<file path="src/rtl/spi_responder.sv">
// SPI target for 24-bit {R/W, ADDR[6:0], DATA[15:0]} frames, MSB first.
// SPI inputs are oversampled in the clk domain; writes and reads go through
// a simple strobe-based host register port.
module spi_responder #(
  parameter bit CPOL        = 1'b0,
  parameter bit CPHA        = 1'b0,
  parameter int SYNC_STAGES = 2
) (
  input  logic        clk,
  input  logic        rst_n,
  input  logic        SPI_CLK,
  input  logic        SPI_CSB,
  input  logic        SPI_SDI,
  output logic        SPI_SDO,
  output logic        SPI_SDO_OE,
  output logic [6:0]  regAddr,
  output logic        regRdStrobe,
  input  logic [15:0] regRdData,
  output logic        regWrStrobe,
  output logic [15:0] regWrData,
  output logic [7:0]  errorCount,
  output logic        busy
);

  typedef enum logic [2:0] {
    S_WAIT_IDLE,
    S_IDLE,
    S_HEADER,
    S_FETCH,   // read strobe cycle plus one cycle of host latency
    S_DATA
  } state_t;

  state_t state;

  logic [SYNC_STAGES-1:0] clkSync, csbSync, sdiSync;
  logic                   clkPrev, csbPrev;
  logic                   sClk, sCsb, sSdi;
  logic                   leadEdge, trailEdge, sampleEdge, shiftEdge;
  logic                   csbFall, csbRise;

  logic [23:0] rxShift;
  logic [15:0] txShift;
  logic [4:0]  bitCnt;
  logic        overrun;
  logic        isRead;

  // Input synchronizers. CSB resets low so a frame already in progress at
  // reset release is never mistaken for a fresh CSB falling edge.
  always_ff @(posedge clk) begin
    if (!rst_n) begin
      clkSync <= {SYNC_STAGES{CPOL}};
      csbSync <= '0;
      sdiSync <= '0;
      clkPrev <= CPOL;
      csbPrev <= 1'b0;
    end else begin
      clkSync <= {clkSync[SYNC_STAGES-2:0], SPI_CLK};
      csbSync <= {csbSync[SYNC_STAGES-2:0], SPI_CSB};
      sdiSync <= {sdiSync[SYNC_STAGES-2:0], SPI_SDI};
      clkPrev <= clkSync[SYNC_STAGES-1];
      csbPrev <= csbSync[SYNC_STAGES-1];
    end
  end

  assign sClk = clkSync[SYNC_STAGES-1];
  assign sCsb = csbSync[SYNC_STAGES-1];
  assign sSdi = sdiSync[SYNC_STAGES-1];

  // Leading edge leaves the idle level, trailing edge returns to it.
  assign leadEdge   = (clkPrev == CPOL) && (sClk != CPOL);
  assign trailEdge  = (clkPrev != CPOL) && (sClk == CPOL);
  assign sampleEdge = CPHA ? trailEdge : leadEdge;
  assign shiftEdge  = CPHA ? leadEdge  : trailEdge;
  assign csbFall    = csbPrev & ~sCsb;
  assign csbRise    = ~csbPrev & sCsb;

  // Frame FSM: header capture, read fetch, data phase and frame-end checks.
  always_ff @(posedge clk) begin
    if (!rst_n) begin
      state       <= S_WAIT_IDLE;
      rxShift     <= '0;
      txShift     <= '0;
      bitCnt      <= '0;
      overrun     <= 1'b0;
      isRead      <= 1'b0;
      regAddr     <= '0;
      regRdStrobe <= 1'b0;
      regWrStrobe <= 1'b0;
      regWrData   <= '0;
      errorCount  <= '0;
      busy        <= 1'b0;
      SPI_SDO     <= 1'b0;
      SPI_SDO_OE  <= 1'b0;
    end else begin
      regWrStrobe <= 1'b0;
      case (state)
        S_WAIT_IDLE: begin
          if (sCsb) begin
            state <= S_IDLE;
            busy  <= 1'b0;
          end else begin
            busy  <= 1'b1;
          end
        end
        S_IDLE: begin
          if (csbFall) begin
            state      <= S_HEADER;
            bitCnt     <= '0;
            overrun    <= 1'b0;
            isRead     <= 1'b0;
            rxShift    <= '0;
            SPI_SDO_OE <= 1'b1;
            SPI_SDO    <= 1'b0;
            busy       <= 1'b1;
          end
        end
        default: begin
          if (csbRise) begin
            // CSB rising takes priority over any SPI_CLK edge this cycle.
            state       <= S_IDLE;
            busy        <= 1'b0;
            SPI_SDO_OE  <= 1'b0;
            SPI_SDO     <= 1'b0;
            regRdStrobe <= 1'b0;
            if (bitCnt == 5'd24 && !overrun) begin
              if (!isRead) begin
                regWrStrobe <= 1'b1;
                regWrData   <= rxShift[15:0];
              end
            end else if (errorCount != 8'hFF) begin
              errorCount <= errorCount + 8'd1;
            end
          end else begin
            if (sampleEdge) begin
              if (bitCnt == 5'd24) begin
                overrun <= 1'b1;
              end else begin
                rxShift <= {rxShift[22:0], sSdi};
                bitCnt  <= bitCnt + 5'd1;
              end
              if (state == S_HEADER && bitCnt == 5'd7) begin
                regAddr <= {rxShift[5:0], sSdi};
                isRead  <= rxShift[6];
                if (rxShift[6]) begin
                  regRdStrobe <= 1'b1;
                  state       <= S_FETCH;
                end else begin
                  state       <= S_DATA;
                end
              end
            end
            // Strobe cycle, then read data is taken one clk later.
            if (state == S_FETCH) begin
              if (regRdStrobe) begin
                regRdStrobe <= 1'b0;
              end else begin
                txShift <= regRdData;
                state   <= S_DATA;
              end
            end
            // Only reads drive data; writes keep SDO low.
            if (state == S_DATA && shiftEdge && isRead) begin
              SPI_SDO <= txShift[15];
              txShift <= {txShift[14:0], 1'b0};
            end
          end
        end
      endcase
    end
  end

endmodule

</file>
<file path="config.mk">
export PLATFORM = sky130hd
export DESIGN_NAME = spi_responder
export DESIGN_NICKNAME = d
export VERILOG_FILES = /design/src/rtl/spi_responder.sv
export SDC_FILE = /design/constraint.sdc
export NUM_CORES = 1
export LEC_CHECK = 0
export ABC_CLOCK_PERIOD_IN_PS = 2880
export CAP_MARGIN = 10
export CORE_MARGIN = 4
export CORE_UTILIZATION = 57
export DETAILED_ROUTE_END_ITERATION = 6
export PLACE_DENSITY = 0.89
export SLEW_MARGIN = 25
export SYNTH_ARGS = -nofsm -noshare
export SYNTH_HDL_FRONTEND = slang
export SYNTH_SLANG_ARGS = --single-unit
</file>
<file path="constraint.sdc">
create_clock -name clk -period 2.88 [get_ports clk]
set_input_delay 0.432 -clock clk [delete_from_list [all_inputs] [get_ports clk]]
set_output_delay 0.432 -clock clk [all_outputs]
set_load 0.02 [all_outputs]
</file>
==> impl_metrics.tcl <==
set metrics [dict create \
    synth-xor-area-share 0 \
    stdcell_area_um2 4385 \
    dpl_cell_area_um2 4182 \
    min_path_type "reg2reg" \
    dieHeight_um 87.61 \
    synth_area_um2 3612 \
    cts-htree-levels 3 \
    cts_tree "yes" \
    period_needed_ps 2338 \
    drive_gt1_frac 0.08506 \
    cts_resized 0 \
    status "finished, final reports clean" \
    synth_compound_area_frac 0.2234 \
    synth_top_family_by_area "compound AO/OA/AOI/OAI gates" \
    synth.avg_cell_area_um2 9.456 \
    coreArea_um2 6026 \
    ant_nets 0 \
    grt_pass1_wl_um 13740 \
    dr.first_iter.drc_count 227 \
    drt_wl_total_um 8145 \
    grt_max_degree 43 \
    cp.arrival_ps 2540 \
    rows 28 \
    ys_seq_area_frac 0.4766 \
    wl_met1_um 3493 \
    synthAdderAreaFrac 0.01039 \
    setup_viol 0 \
    grt_use_total 0.2213 \
    synthMostInstantiatedCell "dfxtp_1" \
    slew_headroom 0.3045 \
    yosysUniqueCellTypes 60 \
    vias 3115 \
    leakage_nw 1.628 \
    setup-tns-final_ps 0 \
    syn-num-nets 406 \
    synth_common_cells "dfxtp_1 (86), a21oi_1 (41), nand2_1 (29), mux2i_1 (24), nand3_1 (24)" \
    viasPerCell 6.108 \
    slew_violations 0 \
    synthMuxAreaShare 0.06962 \
    clockPowerShare 0.399 \
    dieArea_um2 7675 \
    power_density_nw_per_um2 495.1 \
    clk_pin_slew_ps 90 \
    finalHoldViolCount 0 \
    p_switching_mw 0.5109 \
    dr.pass1.iters 5 \
    post-route-period-util 0.8117 \
    dr_wl_met2_um 3975 \
    synth_seq_cells 86 \
    comb_power_share 0.046 \
    antenna_cells 0 \
    clock_latency_ps 350 \
    critPathKind "reg2reg" \
    drc 0 \
    antenna_found_initial 0 \
    p_sw_frac 0.2353 \
    yosysTopAreaCellShare 0.4766 \
    synth_flop_cell "dfxtp_1" \
    initial_core_util 0.5995 \
    syn_inst 382 \
    ctsHoldBuffers 0 \
    dr.max_layer_used "met4" \
    die_w_um 87.61 \
    skew_ps 9.924 \
    critPathLaunchType "register" \
    synth-simple-area-share 0.1777 \
    numPortBuffers 56 \
    fillCellCount 450 \
    internal_power_mw 1.660 \
    nets 454 \
    routabilityCongestion 0.8574 \
    worstPathMaxFanout 16 \
    cap_viol_max_count 0 \
    synth.largest_area_cell "dfxtp_1" \
    dp_slack_ps 560.8 \
    yosys_warnings 0 \
    worst_ir_drop_vdd_uv 303.5 \
    cts.sinks 86 \
    p_total_mw 2.171 \
    postCtsSetupRepairBufs 0 \
    ioPinCount 57 \
    synth_edf_count 0 \
    rsz0062_at_grt "no" \
    clk_path_buf_depth 2 \
    end_kind "register" \
    yosys-top-cells-area "dfxtp_1 (48%), mux2i_1 (6.7%), a21oi_1 (5.7%)" \
    wl_per_cell_um 15.97 \
    setup_slack_ps 542.4 \
    async_flop_share 0 \
    hpwlAfterDp_um 5623 \
    numCtsBuffers 9 \
    cp_data_required_time_ps 3080 \
    p_seq_frac 0.555 \
    root_buffer "clkbuf_8" \
    worst_pin_slew_ps 1043 \
    grt_overflow 0 \
    fmax_mhz 427.8 \
    met3WireLength_um 526 \
    area_growth_syn_to_layout_pct 21.41 \
    grt_pass1_vias 3020 \
]
worst paths after layout:
| check | cells after the start | endpoint | startpoint | slack, ps |
|---|---|---|---|---|
| worst max register to register | 4 | txShift[3] | state[0] | 540 |
| worst max-delay path | 4 | txShift[3] | state[0] | 540 |
| worst min-delay path | 1 | sdiSync[1] | sdiSync[0] | 450 |
| worst min register to register | 1 | sdiSync[1] | sdiSync[0] | 450 |
metrics by stage:
step	utilization	hold WS [ps]	cells
2_1_floorplan	-	411.9	382
3_3_place_gp	0.6939	419.3	494
3_5_place_dp	0.6939	434.9	494
4_1_cts	0.7278	455.7	510
5_1_grt	0.7278	487.2	510
6_report	0.7278	449.1	510
routing by layer:
metal | up-vias | GRT usage
met5 | - | 0
met3 | 16 | 0.05174
li1 | 1513 | -
met2 | 116 | 0.3781
met1 | 1470 | 0.2699
met4 | 0 | 0.08508
area by class of cell:
cell class              instances  area, µm²  share of cell area
well taps                      75      93.84             0.02140
inverters                       6      22.52            0.005136
clock buffers                   9      123.9             0.02825
clock inverters                 7      80.08             0.01826
repair buffers                 62      605.6              0.1381
multi-input cells             265       1738              0.3963
flip-flops and latches         86       1722              0.3926
cells in the final DEF (no fill, tap or decap), types with 2 or more instances in the layout:
cell             instances
a211oi_1                15
a21boi_1                 2
a21oi_1                 41
a22o_1                   9
a31oi_1                  3
and2_1                   9
and2b_1                  2
and3_1                   5
buf_4                    6
clkbuf_8                 9
clkdlybuf4s50_1         56
dfxtp_1                 86
ha_1                     3
inv_1                    5
inv_6                    2
mux2i_1                 24
nand2_1                 29
nand2b_1                 6
nand3_1                 24
nand4_1                  2
nor2_1                   6
nor2b_1                  2
nor3_1                   5
o21ai_0                 23
o22ai_1                  9
o311ai_0                 2
o31ai_1                  4
o41ai_1                  3
or3_1                    4
or4_1                    3
critical path, stage by stage (launching register included):
cell and delay (ps):
dfxtp_1 450, nor4b_1 600, a31o_2 430, and2_1 540, a211oi_1 170
registers in the layout, indices dropped and copies added (netlist names), 2 cells and up:
signal / count
rxShift: 16
txShift: 16
errorCount: 8
bitCnt: 5
sdiSync: 2
clkSync: 2
regWrData: 16
regAddr: 7
state: 3
csbSync: 2
power by group through the flow:
stage | Clock (mW) | Combinational, mW | Sequential [mW]
after floorplan | 0 | 0.0532 | 1.23
after global placement | 0 | 0.0972 | 1.23
after detailed placement | 0 | 0.0998 | 1.23
after CTS | 0.876 | 0.100 | 1.20
after global routing | 0.933 | 0.109 | 1.21
final | 0.866 | 0.101 | 1.20
kinds of logic after synthesis:
group / Yosys count
flops: 86
simple gates: 112
mux: 25
fa+ha+maj: 3
compound gates: 125
buf+inv: 31
(Power assumes the default switching activity.)
